$ cat src/rtl/seg_pkg.sv
// Shared types and constants for the two-digit 7-segment multiplex scheduler.
package seg_pkg;

  typedef enum logic [1:0] {
    BLANK0 = 2'd0,
    SHOW0  = 2'd1,
    BLANK1 = 2'd2,
    SHOW1  = 2'd3
  } state_e;

  localparam logic [6:0] SEG_OFF = 7'h7F;

  // Active-low cathode patterns {g,f,e,d,c,b,a} for hex digits 0..F.
  localparam logic [6:0] HEX_SEG [16] = '{
    7'h40, 7'h79, 7'h24, 7'h30, 7'h19, 7'h12, 7'h02, 7'h78,
    7'h00, 7'h10, 7'h08, 7'h03, 7'h46, 7'h21, 7'h06, 7'h0E
  };

endpackage

$ cat src/rtl/hex7seg_dec.sv
// Combinational hex-to-7-segment decoder, active-low {g..a}.
module hex7seg_dec
  import seg_pkg::*;
(
  input  logic [3:0] hex,
  output logic [6:0] seg_c
);

  assign seg_c = HEX_SEG[hex];

endmodule

$ cat src/rtl/seg_mux_scheduler.sv
// Alternates two common-anode digits on one cathode bus, with blanking dead time
// before each digit and once-per-frame capture of both digit values.
module seg_mux_scheduler
  import seg_pkg::*;
#(
  parameter int unsigned ON_CYCLES    = 24000,
  parameter int unsigned BLANK_CYCLES = 240
) (
  input  logic       clk,
  input  logic       reset,
  input  logic       enable,
  input  logic [3:0] s0,
  input  logic [3:0] s1,
  output logic [6:0] seg,
  output logic       an0,
  output logic       an1,
  output logic       frame_tick
);

  localparam int unsigned MAX_CYC = (ON_CYCLES > BLANK_CYCLES) ? ON_CYCLES : BLANK_CYCLES;
  // Guard keeps the counter at least one bit wide when both durations are 1.
  localparam int unsigned CW = (MAX_CYC > 1) ? $clog2(MAX_CYC) : 1;
  localparam logic [CW-1:0] ON_LOAD    = CW'(ON_CYCLES - 1);
  localparam logic [CW-1:0] BLANK_LOAD = CW'(BLANK_CYCLES - 1);

  state_e        state_q, state_d;
  logic [CW-1:0] cnt_q, cnt_d;
  logic [3:0]    d0_q, d0_d;
  logic [3:0]    d1_q, d1_d;
  logic [6:0]    seg_q, seg_d;
  logic          an0_q, an0_d;
  logic          an1_q, an1_d;
  logic          tick_q, tick_d;
  logic [6:0]    seg0_c, seg1_c;

  // Decode the next-cycle digit values so a freshly captured digit shows on entry.
  hex7seg_dec u_dec0 (
    .hex   (d0_d),
    .seg_c (seg0_c)
  );

  hex7seg_dec u_dec1 (
    .hex   (d1_d),
    .seg_c (seg1_c)
  );

  // Next-state, dwell counter and digit capture.
  always_comb begin
    state_d = state_q;
    cnt_d   = cnt_q - CW'(1);
    d0_d    = d0_q;
    d1_d    = d1_q;
    tick_d  = 1'b0;
    if (!enable) begin
      state_d = BLANK0;
      cnt_d   = BLANK_LOAD;
    end else if (cnt_q == '0) begin
      unique case (state_q)
        BLANK0: begin
          state_d = SHOW0;
          cnt_d   = ON_LOAD;
          d0_d    = s0;
          d1_d    = s1;
          tick_d  = 1'b1;
        end
        SHOW0: begin
          state_d = BLANK1;
          cnt_d   = BLANK_LOAD;
        end
        BLANK1: begin
          state_d = SHOW1;
          cnt_d   = ON_LOAD;
        end
        SHOW1: begin
          state_d = BLANK0;
          cnt_d   = BLANK_LOAD;
        end
      endcase
    end
  end

  // Output pins follow the next state so they line up with the state register.
  always_comb begin
    an0_d = 1'b1;
    an1_d = 1'b1;
    seg_d = SEG_OFF;
    unique case (state_d)
      SHOW0: begin
        an0_d = 1'b0;
        seg_d = seg0_c;
      end
      SHOW1: begin
        an1_d = 1'b0;
        seg_d = seg1_c;
      end
      default: begin
        an0_d = 1'b1;
        an1_d = 1'b1;
      end
    endcase
  end

  always_ff @(posedge clk) begin
    if (reset) begin
      state_q <= BLANK0;
      cnt_q   <= BLANK_LOAD;
      d0_q    <= 4'h0;
      d1_q    <= 4'h0;
      seg_q   <= SEG_OFF;
      an0_q   <= 1'b1;
      an1_q   <= 1'b1;
      tick_q  <= 1'b0;
    end else begin
      state_q <= state_d;
      cnt_q   <= cnt_d;
      d0_q    <= d0_d;
      d1_q    <= d1_d;
      seg_q   <= seg_d;
      an0_q   <= an0_d;
      an1_q   <= an1_d;
      tick_q  <= tick_d;
    end
  end

  assign seg        = seg_q;
  assign an0        = an0_q;
  assign an1        = an1_q;
  assign frame_tick = tick_q;

endmodule

$ cat config.mk
export PLATFORM = sky130hd
export DESIGN_NAME = seg_mux_scheduler
export DESIGN_NICKNAME = d
export VERILOG_FILES = /design/src/rtl/seg_pkg.sv /design/src/rtl/hex7seg_dec.sv /design/src/rtl/seg_mux_scheduler.sv
export SDC_FILE = /design/constraint.sdc
export NUM_CORES = 1
export LEC_CHECK = 0
export BUFFER_PORTS_ARGS = -buffer_cell sky130_fd_sc_hd__buf_2
export CAP_MARGIN = 5
export CORE_MARGIN = 4
export CORE_UTILIZATION = 26
export CTS_CLUSTER_SIZE = 25
export DETAILED_ROUTE_END_ITERATION = 10
export PLACE_DENSITY = 0.39
export SYNTH_ARGS = -nofsm -noshare
export SYNTH_HDL_FRONTEND = slang
export SYNTH_SLANG_ARGS = --single-unit
export TNS_END_PERCENT = 100
$ cat constraint.sdc
create_clock -name clk -period 6 [get_ports clk]
set_input_delay 0.9 -clock clk [delete_from_list [all_inputs] [get_ports clk]]
set_output_delay 0.9 -clock clk [all_outputs]
set_load 0.01 [all_outputs]
======== Word-level counts from Yosys, hierarchy flattened ========
Memory sizes are Yosys's and may differ from the RTL's.
Index checks and enable logic that the tools add are counted.
storage, ports and cells
  register bits after elaboration ......... 35
  latch bits .............................. 0
  RAM bits ................................ 0
  bits in read-only memories .............. 224
  input port bits ......................... 11
  output and inout port bits .............. 10
  logic and storage cells ................. 47
  memories kept ........................... 2
memory list
  name             words  width  rd ports  clocked after memory_dff  wr ports  RTL line          text
  (no name shown)  16     7      1         0                         0         hex7seg_dec.sv:9  assign seg_c = HEX_SEG[hex];
  (no name shown)  16     7      1         0                         0         hex7seg_dec.sv:9
cells by class
  add/subtract/negate cells ............... 1
  multipliers ............................. 0
  div/mod/pow operators ................... 0
  order comparisons ....................... 2
  equality and inequality tests ........... 5
  shift-type cells ........................ 0
  muxes and demuxes ....................... 19
  bitwise operators ....................... 4
  reduce and logical (&&, ||, !) cells .... 6
operators by type and width
  operator               number
  $pmux 15 s2            1
  $mux 7                 4
  $mux 4                 6
  $logic_not 15->1       1
  $mux 15                1
  $sub 15x1->15 const B  1
  $pmux 7 s2             1
  $ge 5x5->1 const B     2
  $not 4->5              2
  $pmux 2 s4             1
  $eq 2x2->1 const B     3
  $reduce_or 2->1        3
  $eq 2x1->1 const B     2
  $mux 2                 2
  $mux 1                 3
  $reduce_or 3->1        1
  $logic_not 2->1        1
  $not 1->1              2

======== Longest topological paths before layout ========
Gate-level depths: netlist of run 1.
  depth after elaboration ................. 9
  gate-level depth with buffers ........... 14
  gate-level depth less buffers ........... 12

======== By module ========
Synthesis of run 1 repeated with hierarchy kept, for this count alone.
unflattened totals
  cells, all modules ...................... 239
  area, all modules ....................... 2,109.5 µm²
modules (own cells, without submodules)
  module             times used  cells each  area each (µm²)  sequential area each (µm²)
  seg_mux_scheduler  1           173         1,571.5          700.7
  hex7seg_dec        2           33          269.0            0.0

======== Worst setup path after synthesis of run 1 ========
No wires, ideal clock.
  path kind ............................... input to register
  start ................................... in enable
  end ..................................... reg seg_q[6], in the netlist seg[6]
  library setup time ...................... 134 ps
  arrival time ............................ 3,347 ps
  data required time ...................... 5,866 ps
  path slack .............................. 2,519 ps
  stages on the path ...................... 11
  path buffers ............................ 3
  path through ............................ nor4bb_1 nand4_4 buf_6 buf_6 buf_2 mux2i_1 inv_1 ha_1 mux2i_1 nor3_1 or4_1
on the way
  cells in the longest elaborated chain, start to end .. 6
  elaborated cells on any way between the ends .. 14
  those cells by class .................... eq/ne (2); mux (8); bitwise (2); memory (2)
ends and longest elaborated chain
  item                                        RTL line                  text
  from (decl)                                 seg_mux_scheduler.sv:11   input logic enable,
  $mux 4                                      seg_mux_scheduler.sv:54   if (!enable) begin
  named net d1_d[0]                           seg_mux_scheduler.sv:29   logic [3:0] d1_q, d1_d;
  $not 4->5 (implied by the code)             hex7seg_dec.sv:9
  $mem_v2 16x7                                --
  $mux 7 (implied by the code) (2 in series)  hex7seg_dec.sv:9
  $pmux 7 s2                                  seg_mux_scheduler.sv:87   unique case (state_d)
  to (signal assigned)                        seg_mux_scheduler.sv:118  seg_q <= seg_d;
  to (decl)                                   seg_mux_scheduler.sv:30   logic [6:0] seg_q, seg_d;
The timed path passes the listed nets, and every way through them passes these cells. The select of a mux whose other input is x is not followed.
A chain may end at the register's enable or synchronous reset.

======== Final worst setup path of run 1 ========
  start ................................... reg state_q[0]
  end ..................................... reg seg_q[6], in the netlist seg[6]
on the way
  cells in the longest elaborated chain, start to end .. 9
  elaborated cells on any way between the ends .. 24
  those cells by class .................... eq/ne (5); mux (14); bitwise (2); reduce/logical (1); memory (2)
ends and longest elaborated chain
  item                                        RTL line                  text
  from (decl)                                 seg_mux_scheduler.sv:26   state_e state_q, state_d;
  from (signal assigned)                      seg_mux_scheduler.sv:114  state_q <= state_d;
  $logic_not 2->1                             seg_mux_scheduler.sv:58   unique case (state_q)
  $mux 4                                      seg_mux_scheduler.sv:58
  $mux 4                                      seg_mux_scheduler.sv:57   end else if (cnt_q == '0) begin
  $mux 4                                      seg_mux_scheduler.sv:54
  named net d1_d[0]                           seg_mux_scheduler.sv:29
  $not 4->5 (implied by the code)             hex7seg_dec.sv:9
  $mem_v2 16x7                                --
  $mux 7 (implied by the code) (2 in series)  hex7seg_dec.sv:9
  $pmux 7 s2                                  seg_mux_scheduler.sv:87
The timed path passes the listed nets, and every way through them passes these cells. The select of a mux whose other input is x is not followed.

==> results summary, run 1 <==
The count of pins over their slew limit was 0. The largest net degree at the start of global routing is 35. CTS saw 35 sinks. The layer with the highest usage after global routing is met2.

The met3 layer usage reported by global route came out at 2.56%. The count of cells along the worst register-to-register path is 10. The net switching fraction of the power came out at 25.3%. The cell sitting at the root of the clock tree is a sky130_fd_sc_hd__clkbuf_8. The number of cells upsized or downsized after cts is 0. The wire length of the first global-routing pass is 9.21 mm. The via count of the first global-routing pass is 1,758. The power consumption came out at 0.427 mW. The run finished with clean final reports.

The time the worst path needs with I/O delays and setup is 3.65 ns. The netlist area before placement came out at 0.00225 mm². For this run, the register share of the synthesized area comes to 31.2%. In this run, flip-flops and latches consume 54.5% of the power. Setup violations remaining at the end of the flow were counted as 0. The number of port buffers came out at 20. The largest voltage drop on the vdd net is 65.9 µV. The utilization after layout is 30.5%. The maximum net fanout on the critical path came out at 34.

The part of the cycle the worst path needs is 60.8%. The final hold violation count came out at 0. The overall die area is 0.0102 mm².

The element type at the critical path end is a flip-flop. The reported max-cap violation count is 0. The initial core utilization is 27.1%. The layout net count came out at 301.

The met1 layer usage reported by global route is 15.8%. After detailed placement, the total cell area comes to 0.00244 mm². Global routing used 11.7% of the available tracks. For this run, the leading register cell type out of synthesis is sky130_fd_sc_hd__dfxtp_1. The relative slew slack came out at 51.9%.

In this run the worst hold path is classified as flip-flop to flip-flop. The number of setup buffers added after CTS is 0. After global routing the overflow that remains totals 0.

The number of design-rule violations left by the first detailed-router iteration came out at 69. The critical path startpoint category is a flip-flop. The worst path required time came out at 6.17 ns.

The synthesized design contains 0 enable-type register cells. The detail-routed net length per standard cell is 14.9 µm. The arrival time reported for the critical path endpoint came out at 3.82 ns. The worst hold margin is 0.425 ns. The distinct cell type count after synthesis came out at 41. The number of clock buffers added by TritonCTS is 5. The placement row count came out at 33.

The switching power came out at 0.108 mW. The number of antenna violations at the first check in global routing came out at 0. Of all flip-flops after synthesis, the portion carrying an async set or reset was 0%.

The number of buffers between clock root and the deepest sink is 2. The remaining antenna violation count is 0. The internal portion of the total power is 0.319 mW. At the pin with the least slew margin, the transition time is 0.702 ns. For the final database, setup skew stands at 0.00605 ns. The largest total area in the synthesized netlist belongs to sky130_fd_sc_hd__dfxtp_1. The total number of H-tree levels came out at 2. The cell leakage power came out at 1.04 nW. Derived from the worst setup path, the maximum achievable clock frequency is 0.274 GHz. Ranked by total cell area, the synthesized netlist is headed by sky130_fd_sc_hd__dfxtp_1 (31%), sky130_fd_sc_hd__mux2i_1 (9.8%), sky130_fd_sc_hd__ha_1 (8.9%). The setup slack at placement is 2.05 ns. After floorplanning, the core was sized to cover 0.00830 mm². The count of antenna diodes in the layout is 0.

The via count came out at 1,813. Measured along the y axis, the die boundary spans 101 µm. Excluding fillers, the count of instances in the completed layout stands at 380. The depth of the worst hold-timing path came out at 1.

During synthesis, Yosys emitted a total of 0 warnings. The clock network accounts for 41.5% of the total power. The placer congestion estimate came out at 0.771. The critical path class is flip-flop to flip-flop.

The mean cell area of the mapped netlist came out at 8.88 µm². The clock-pin slew of the registers on the worst-case setup and hold paths is 0.08 ns. Summed over its instances, the top area cell type makes up 31.2% of the synthesized netlist area.

The number of hold buffers added after CTS was 0. The post-detailed-routing wire length is 5.66 mm. The combinational share of power came out at 4.0%. The ratio of routed vias to standard cells is 4.77.

21 I/O pins were placed. The worst path meets setup with 2.35 ns of slack. The layout cell share with drive strength beyond 1 is 14.9%. When the netlist entered floorplanning its net count stood at 280. The post-detailed-route DRC marker count is 0. The area of all placed cells without fillers came out at 0.00253 mm². The count of mapped cells out of synthesis is 253. In this run the power density over the cells is 169 mW/mm². The detailed-routing iteration count for the pre-antenna-repair pass is 4. The setup slack on the worst flop-to-flop path came out at 2.35 ns.

Setup repair after global routing left no endpoint under its margin. From synthesis to final layout, the design area changed by 12.5%. The cell count after placement is 372. Global routing consumed, on the met2 layer, 18.2% of the routing resources.

The clock latency at the later pin of the worst-skew pair came out at 0.30 ns. TritonCTS built the clock tree. The estimated wirelength of the detail-placed design came out at 4.33 mm. For the final routed database, the setup TNS stands at 0 ns. Synthesis inferred 35 register bits. The floorplan step set the die width to 101 µm.
[kinds of logic after synthesis]
family / synth area share [%]
AND/OR/NAND/NOR: 25.8
AO/OA/AOI/OAI: 13.3
flip-flops: 31.2
multiplexers: 12.9
buffers and inverters: 3.57
adder cells (fa/ha/maj): 8.91
XOR/XNOR: 4.29
[Yosys cell counts (all sizes together), types with 2 or more instances]
| library cell | number |
|---|---|
| and2 | 2 |
| ha | 16 |
| nor4bb | 2 |
| or4 | 2 |
| inv | 11 |
| nor2 | 27 |
| a211oi | 10 |
| clkbuf | 3 |
| dfxtp | 35 |
| o2111ai | 3 |
| o211ai | 2 |
| o221ai | 2 |
| nand4 | 2 |
| nand2 | 26 |
| buf | 3 |
| mux2i | 23 |
| xnor2 | 7 |
| o31ai | 2 |
| nand3 | 9 |
| a21oi | 5 |
| a311oi | 2 |
| mux2 | 5 |
| nor4 | 3 |
| nand2b | 11 |
| nor2b | 8 |
| nor3 | 6 |
| and3 | 2 |
| or3 | 2 |
| o21ai | 12 |
| xor2 | 4 |
[area by class of cell]
type                    instances  area [µm²]
inverters                      11        41.3
flip-flops and latches         35         701
clock inverters                 3        20.0
well taps                     105         131
repair buffers                 20         100
fillers                       870        5770
multi-input cells             201        1470
clock buffers                   5        68.8
[worst paths after layout]
check	from	endpoint
worst max-delay path	state_q[0]	seg[6]
worst min-delay path	cnt_q[0]	cnt_q[0]
worst max register to register	state_q[0]	seg[6]
worst min register to register	cnt_q[0]	cnt_q[0]
[metal layers]
layer	wire length, µm	up-vias
li1	-	938
met1	2850	835
met2	2530	28
met3	180	12
met4	98	0
met5	0	-
[critical path, stage by stage (launching register included)]
cell	delay, ns
sky130_fd_sc_hd__dfxtp_1	0.36
sky130_fd_sc_hd__inv_1	0.15
sky130_fd_sc_hd__ha_1	0.21
sky130_fd_sc_hd__nor4bb_1	0.46
sky130_fd_sc_hd__nand4_4	0.57
sky130_fd_sc_hd__mux2i_1	0.64
sky130_fd_sc_hd__inv_1	0.17
sky130_fd_sc_hd__ha_1	0.27
sky130_fd_sc_hd__mux2i_1	0.14
sky130_fd_sc_hd__nor3_1	0.06
sky130_fd_sc_hd__or4_1	0.49
[layout by cell type (no fill, tap or decap), drive strengths merged, types with 4 or more instances in the layout]
master / instances
a21oi: 5
clkbuf: 5
dfxtp: 35
nand2: 26
mux2i: 23
inv: 11
nand3: 9
buf: 20
o21ai: 12
xnor2: 7
a211oi: 10
ha: 16
nor2: 27
xor2: 4
nand2b: 11
nor3: 6
nor2b: 8
mux2: 5
[flip-flops by register name (all words and copies together) (netlist names)]
name and cells:
state_q 2, frame_tick 1, d0_q 4, cnt_q 15
d1_q 4, seg 7, an1 1, an0 1
[power by group through the flow]
stage                     registers [mW]  clock network (mW)  logic (mW)
after floorplan                    0.239                   0     0.00882
after global placement             0.239                   0      0.0177
after detailed placement           0.239                   0      0.0172
after CTS                          0.233               0.186      0.0173
after global routing               0.233               0.196      0.0194
final                              0.233               0.177      0.0170
Power figures use the tool's default switching activity.
==> inputs of run 2 (changes only) <==
--- a/config.mk
+++ b/config.mk
@@ -11,7 +11,7 @@
 export CORE_UTILIZATION = 26
 export CTS_CLUSTER_SIZE = 25
 export DETAILED_ROUTE_END_ITERATION = 10
-export PLACE_DENSITY = 0.39
+export PLACE_DENSITY = 0.41
 export SYNTH_ARGS = -nofsm -noshare
 export SYNTH_HDL_FRONTEND = slang
 export SYNTH_SLANG_ARGS = --single-unit
==> constraint.sdc (replaced) <==
create_clock -name clk -period 3.2 [get_ports clk]
set_input_delay 0.48 -clock clk [delete_from_list [all_inputs] [get_ports clk]]
set_output_delay 0.48 -clock clk [all_outputs]
set_load 0.01 [all_outputs]
==> results summary, run 2 (synthesis gave the netlist of run 1 again) <==
The number of design-rule violations left by the first detailed-router iteration came out at 41 (-41%). The floorplan core area came out at 0.00830 mm² (unchanged). The signal on the critical path passes through inv_1 > ha_1 > nor4bb_2 > nand4_4 > buf_4 > mux2i_2 > inv_1 > ha_1 > mux2i_1 > nor3_1 > or4_1. The layout cell share with drive strength beyond 1 came out at 18.6% (+3.7 points).

The remaining antenna violation count is 0 (unchanged). The wire length of the first global-routing pass is 9.44 mm (+2.5%). The CTS buffer count came out at 5 (unchanged).

In the layout the commonest cells are sky130_fd_sc_hd__dfxtp_1 (35), sky130_fd_sc_hd__nor2_1 (27), sky130_fd_sc_hd__nand2_1 (26). The largest net degree at the start of global routing came out at 17 (-51%). The quantity of hold-fixing buffers added after cts is 0 (unchanged). The number of cells upsized or downsized after cts is 0 (unchanged). The final total negative setup slack is 0 ns (unchanged). The worst-case hold path end point is cnt_q[0]. The die span in x came out at 101 µm (unchanged). The post-detailed-routing wire length is 5.70 mm (+0.64%). The flip-flop and latch area came out at 701 µm² (unchanged). The launch instance of the worst min-delay path is cnt_q[0]. The number of buffers between clock root and the deepest sink is 2 (unchanged). The critical path's largest stage delay came out at 0.49 ns (-0.15 ns). The total number of H-tree levels is 2 (unchanged). The setup-violating endpoint count in the final report came out at 0 (unchanged). The power density over the cells came to 305 mW/mm² (+80%). In this run the critical register-to-register path is launched from state_q[0]. The worst setup path is launched from a flip-flop. The number of flip-flops in the largest register was 15 (unchanged). The placement row count came out at 33 (unchanged).

The count of buffering cells on the critical path with inverters included came to 3 (+1). The slew at the pin with the worst max-slew slack came out at 0.715 ns (+0.0135 ns). In this run the critical register-to-register path is captured at seg[6]. The worst setup path is of the flip-flop to flip-flop kind. The part of the cycle the worst path needs is 91.4% (+31 points).

The element type at the critical path end is a flip-flop. The clock-pin slew of the registers on the worst-case setup and hold paths came out at 0.08 ns (about the same). The post-detailed-route DRC marker count is 0 (unchanged). The area growth from synthesis to final layout came out at 16.3%. The number of port buffers came out at 20 (unchanged). The placer congestion estimate is 0.801 (+4.0%).

The reported max-cap violation count came to 0 (unchanged). The slowest cell on the critical path is sky130_fd_sc_hd__or4_1. The floorplan die height came out at 101 µm (unchanged). The count of antenna diodes in the layout was 0 (unchanged). Leaving out fill and tap cells, the most frequent cell in the layout is sky130_fd_sc_hd__dfxtp_1. The depth of the worst hold-timing path is 1 (unchanged). The via count of the first global-routing pass is 1,860 (+5.8%). The setup slack on the worst flop-to-flop path came out at 0.27 ns (-2.08 ns). The met3 routed wirelength is 175 µm (-2.8%). The estimated wirelength of the detail-placed design was 4.40 mm (+1.6%). In this run the worst hold path is classified as flip-flop to flip-flop. TritonCTS built the clock tree. The clock latency at the later pin of the worst-skew pair is 0.29 ns (about the same). The number of buffers inserted to repair setup after CTS is 0 (unchanged). The length of routed wiring on met1 is 2.85 mm (about the same).

The cell leakage power came out at 1.08 nW (+3.8%). The top layer used by detailed routing is met4. The via count came out at 1,860 (+2.6%). The fill cell instance count of the final layout came out at 880 (+1.1%). The number of antenna violations at the first check in global routing is 0 (unchanged).

The root buffer cell chosen for the clock tree is sky130_fd_sc_hd__clkbuf_8. The I/O pin total came out at 21 (unchanged). The remaining global-route overflow is 0 (unchanged). The detailed-routing iteration count for the pre-antenna-repair pass is 4 (unchanged). The relative slew slack was 50.9% (-0.93 points). The overall die area is 0.0102 mm² (unchanged). The count of pins over their slew limit is 0 (unchanged). The final setup skew was 0.00824 ns (+0.00219 ns).

The number of sinks driven by the clock tree was 35 (unchanged). The layout net count came to 311 (+3.3%). The largest voltage drop on the vdd net is 131 µV (+99%).

On the critical path the largest part of the delay comes from simple AND/OR/NAND/NOR gates. The maximum net fanout on the critical path was 15 (-56%). The flow ran to the end, and the final reports show no timing, DRC or antenna violations.

The initial core utilization is 27.1% (unchanged). The detail-routed net length per standard cell came out at 14.6 µm (-1.9%). The count of cells along the worst register-to-register path came to 11 (+1). Setup repair after global routing left no endpoint under its margin. The register bank with the most flops is cnt_q. The worst path required time came to 3.37 ns (-2.80 ns).

The multi-input combinational cell area was 0.00148 mm² (+0.68%). The arrival time reported for the critical path endpoint is 3.09 ns (-0.73 ns). The ratio of routed vias to standard cells was 4.77 (about the same). The utilization after layout is 31.5% (+1.0 points).

The maximum clock rate is 0.342 GHz (+25%). The final hold violation count was 0 (unchanged). The total routing resource utilization after global routing is 11.8% (+0.13 points). The cell depth of the worst setup path came out at 11 (+1). The routed length on met2 was 2.61 mm (+3.3%). The time the worst path needs with I/O delays and setup is 2.93 ns (-0.724 ns). The worst hold margin is 0.403 ns (-0.0217 ns).
run 2: area by class of cell:
| type | instances | area share, % |
|---|---|---|
| multi-input cells | 201 | 56.5 |
| flip-flops and latches | 35 | 26.8 |
| clock buffers | 5 | 2.63 |
| inverters | 11 | 1.58 |
| well taps | 105 | 5.03 |
| clock inverters | 3 | 0.766 |
| repair buffers | 30 | 6.70 |
run 2: worst max-delay path by stage:
| stage | slack (ns) | end | startpoint |
|---|---|---|---|
| floorplan | 0.06 | seg[6] | state_q[0] |
| global placement | 0.37 | seg[6] | state_q[0] |
| detailed placement | 0.28 | seg[6] | state_q[0] |
| CTS | 0.28 | seg[6] | state_q[0] |
| global route | 0.14 | seg[6] | state_q[0] |
| finish | 0.27 | seg[6] | state_q[0] |
run 2: routing by layer:
metal,global-route usage [%],vias to the layer above
met3,2.77,5
met1,15.8,868
met2,18.8,25
met5,0,-
met4,3.58,0
li1,-,962
run 2: power breakdown:
part           switching, mW  internal, mW
clock network          0.175         0.152
registers           0.000794         0.436
logic                 0.0208        0.0114
run 2: worst reg2reg max path, stage by stage (launching register included):
cell                       delay (ns)
sky130_fd_sc_hd__dfxtp_1         0.35
sky130_fd_sc_hd__inv_1           0.14
sky130_fd_sc_hd__ha_1            0.20
sky130_fd_sc_hd__nor4bb_2        0.39
sky130_fd_sc_hd__nand4_4         0.19
sky130_fd_sc_hd__buf_4           0.27
sky130_fd_sc_hd__mux2i_2         0.21
sky130_fd_sc_hd__inv_1           0.10
sky130_fd_sc_hd__ha_1            0.25
sky130_fd_sc_hd__mux2i_1         0.15
sky130_fd_sc_hd__nor3_1          0.06
sky130_fd_sc_hd__or4_1           0.49
run 2: stage by stage:
| stage | std cells | total power, mW | area (µm²) | worst slack (ns) |
|---|---|---|---|---|
| 2_1_floorplan | 253 | 0.464 | 2260 | 0.0625 |
| 3_5_place_dp | 382 | 0.480 | 2520 | 0.276 |
| 6_report | 390 | 0.796 | 2610 | 0.274 |
| 5_1_grt | 390 | 0.831 | 2610 | 0.137 |
| 4_1_cts | 390 | 0.811 | 2610 | 0.276 |
| 3_3_place_gp | 382 | 0.480 | 2520 | 0.369 |
==> inputs of run 3 (changes only) <==
--- a/config.mk
+++ b/config.mk
@@ -5,9 +5,9 @@
 export SDC_FILE = /design/constraint.sdc
 export NUM_CORES = 1
 export LEC_CHECK = 0
+export ABC_AREA = 1
 export BUFFER_PORTS_ARGS = -buffer_cell sky130_fd_sc_hd__buf_2
 export CAP_MARGIN = 5
-export CORE_MARGIN = 4
 export CORE_UTILIZATION = 26
 export CTS_CLUSTER_SIZE = 25
 export DETAILED_ROUTE_END_ITERATION = 10
==> results summary, run 3 <==
The overall die area came to 0.00900 mm² (-12%). The die span in x is 94.9 µm (-6.0%). Setup repair after global routing left no endpoint under its margin. Yosys attributes the largest share of cell area to sky130_fd_sc_hd__dfxtp_1 (31%), sky130_fd_sc_hd__nand2_1 (15%), sky130_fd_sc_hd__nand3_1 (9.6%).

TritonCTS built the clock tree. The flip-flop and latch area is 701 µm² (unchanged). The mean cell area of the mapped netlist was 6.90 µm² (-22%).

The number of buffers between clock root and the deepest sink came out at 2 (unchanged). The number of flip-flops in the largest register came out at 15 (unchanged). The quantity of hold-fixing buffers added after cts came to 0 (unchanged).

The final setup skew was 0.00941 ns (+0.00116 ns). The final hold violation count came to 0 (unchanged). The largest total area in the synthesized netlist belongs to sky130_fd_sc_hd__dfxtp_1. The floorplan die height came out at 94.9 µm (-6.0%). The maximum clock rate is 0.429 GHz (+25%).

The distinct cell type count after synthesis came out at 31 (-24%). The netlist area before placement came out at 0.00224 mm² (-0.11%). The arrival time reported for the critical path endpoint came out at 2.58 ns (-0.51 ns). The post-detailed-routing wire length is 5.22 mm (-8.4%).

The largest voltage drop on the vdd net was 142 µV (+8.0%). The clock-pin slew of the registers on the worst-case setup and hold paths is 0.08 ns (about the same). The I/O pin total is 21 (unchanged). The wire length of the first global-routing pass was 8.98 mm (-4.8%). The count of antenna diodes in the layout came out at 0 (unchanged).

The number of antenna violations at the first check in global routing was 0 (unchanged). The layout cell share with drive strength beyond 1 is 17.1% (-1.5 points). The detail-routed net length per standard cell came out at 11.5 µm (-22%). The via count of the first global-routing pass is 1,870 (+0.54%). The maximum net fanout on the critical path is 12 (-3).

The setup-violating endpoint count in the final report is 0 (unchanged). The remaining global-route overflow is 0 (unchanged). The final total negative setup slack came out at 0 ns (unchanged). The sequential area share after synthesis is 31.2% (+0.035 points). Leaving out fill and tap cells, the most frequent cell in the layout is sky130_fd_sc_hd__nand2_1. The estimated wirelength of the detail-placed design came out at 4.08 mm (-7.3%).

The post-detailed-route DRC marker count came out at 0 (unchanged). The placement row count is 33 (unchanged). The number of port buffers came to 20 (unchanged). The placer congestion estimate came to 0.815 (+1.8%). The number of buffers inserted to repair setup after CTS is 0 (unchanged). The slew at the pin with the worst max-slew slack is 0.421 ns (-0.294 ns). The number of design-rule violations left by the first detailed-router iteration came out at 58 (+41%).

The fraction of post-synthesis cell area in the top cell type by area is 31.2% (+0.035 points). The part of the cycle the worst path needs is 72.9% (-19 points). The share of synthesized registers carrying an async set or reset was 0% (unchanged). The total routing resource utilization after global routing is 12.9% (+1.1 points). The total number of H-tree levels is 2 (unchanged).

The time the worst path needs with I/O delays and setup came out at 2.33 ns (-0.594 ns). The layout net count is 376 (+21%). The clock latency at the later pin of the worst-skew pair is 0.30 ns (about the same). The floorplan core area is 0.00830 mm² (unchanged). The number of cells upsized or downsized after cts is 0 (unchanged). The multi-input combinational cell area is 0.00137 mm² (-7.0%).

The relative slew slack came to 71.9% (+21 points). The fill cell instance count of the final layout came out at 932 (+5.9%). The flow ran to the end, and the final reports show no timing, DRC or antenna violations. STA classifies the critical path startpoint as a flip-flop.

The area growth from synthesis to final layout is 13.7%. The initial core utilization is 27.0% (-0.030 points). The cell leakage power came to 1.20 nW (+11%).

The CTS buffer count came out at 5 (unchanged). Counting flops per register, the top entry is cnt_q. The detailed-routing iteration count for the pre-antenna-repair pass came out at 4 (unchanged). The main flop type after synthesis is sky130_fd_sc_hd__dfxtp_1. The number of sinks driven by the clock tree is 35 (unchanged). The count of pins over their slew limit came out at 0 (unchanged). The largest net degree at the start of global routing came out at 16 (-1). The yosys synthesis warning count is 0 (unchanged). The net count after synthesis came to 352 (+26%).

The worst setup path is captured at a flip-flop. The ratio of routed vias to standard cells is 4.39 (-8.0%). By startpoint and endpoint, the worst setup path is classified as flip-flop to flip-flop. In the synthesized netlist, the cells that appear most often are sky130_fd_sc_hd__nand2_1 (90), sky130_fd_sc_hd__nand3_1 (43), sky130_fd_sc_hd__inv_1 (38). In the post-synthesis netlist, the cell with the most instances is sky130_fd_sc_hd__nand2_1. The post-synthesis register bit count is 35 (unchanged). The power consumption came out at 0.847 mW (+6.5%). The number of synthesized flops with an enable pin is 0 (unchanged). The root buffer cell is sky130_fd_sc_hd__clkbuf_8. The via count came out at 1,997 (+7.4%). The worst path required time was 3.44 ns (+0.07 ns). The power density over the cells is 332 mW/mm² (+9.1%). The reported max-cap violation count is 0 (unchanged). The worst hold path belongs to the class flip-flop to flip-flop. The count of mapped cells out of synthesis is 325 (+28%). The remaining antenna violation count is 0 (unchanged). In the layout the commonest cells are sky130_fd_sc_hd__nand2_1 (90), sky130_fd_sc_hd__nand3_1 (43), sky130_fd_sc_hd__inv_1 (38).
==> run 3: cell types whose count changed after synthesis, sizes merged, moves of 4 or more <==
cell | previous run | this run
nand2 | 26 | 98
nand3 | 9 | 45
inv | 11 | 42
mux2i | 23 | 0
nor2 | 27 | 44
nand2b | 11 | 0
a211oi | 10 | 0
nor2b | 8 | 0
mux2 | 5 | 0
nand3b | 0 | 4
xnor2 | 7 | 3
==> run 3: through the flow <==
step	instances	area [µm²]	utilization (%)	setup WS [ns]	hold WS, ns
final	455	2550	30.7	0.868	0.411
after global routing	455	2550	30.7	0.637	0.428
after CTS	455	2550	30.7	0.849	0.412
after detailed placement	447	2460	29.7	0.863	0.394
after global placement	447	2460	29.7	0.860	0.393
after floorplan	325	2240	-	1.18	0.379
==> run 3: where the power goes <==
part	leakage, nW	switching [mW]	internal, mW
Combinational	0.873	0.0497	0.0247
Clock	0.0402	0.180	0.152
Sequential	0.283	0.00209	0.439
==> run 3: final timing paths <==
check,depth (start not counted),to,slack (ns),from
worst max register to register,14,seg[3],0.87,state_q[0]
worst min register to register,1,cnt_q[0],0.41,cnt_q[0]
worst max-delay path,14,seg[3],0.87,state_q[0]
worst min-delay path,1,cnt_q[0],0.41,cnt_q[0]
==> run 3: layer usage <==
layer | share of wire [%] | vias up | track usage, %
met5 | 0 | - | 0
li1 | - | 1080 | -
met1 | 55 | 886 | 18.4
met2 | 42 | 29 | 19.0
met4 | 0.56 | 0 | 3.28
met3 | 2.8 | 2 | 3.22
==> run 3: cells by family after synthesis <==
logic type                 count (synthesis)  share of synthesized area (%)
DFF                                       35                           31.2
and+or+nand+nor                          199                           43.1
AOI/OAI and AO/OA                         23                           6.36
buffers and inverters                     45                           7.64
adders and majority gates                 16                           8.92
xor gates and xnor gates                   7                           2.73
==> run 3: layout make-up <==
class,count,area share (%)
clock buffer,5,2.70
clock inverter,3,0.785
inverter,42,6.18
multi-input combinational,245,53.8
sequential,35,27.5
tap,105,5.15
timing repair buffer,20,3.93
==> run 3: critical path: stages, from the launching register on <==
cell and delay, ns:
sky130_fd_sc_hd__dfxtp_1 0.34, sky130_fd_sc_hd__inv_1 0.09, sky130_fd_sc_hd__ha_1 0.42, sky130_fd_sc_hd__o21ai_0 0.16
sky130_fd_sc_hd__nand3_1 0.11, sky130_fd_sc_hd__nand3_1 0.10, sky130_fd_sc_hd__nand2_1 0.22, sky130_fd_sc_hd__inv_1 0.10
sky130_fd_sc_hd__ha_1 0.28, sky130_fd_sc_hd__nand3b_1 0.17, sky130_fd_sc_hd__nand3_1 0.10, sky130_fd_sc_hd__nand2_1 0.05
sky130_fd_sc_hd__nand2_1 0.06, sky130_fd_sc_hd__nand2_1 0.05, sky130_fd_sc_hd__inv_1 0.04
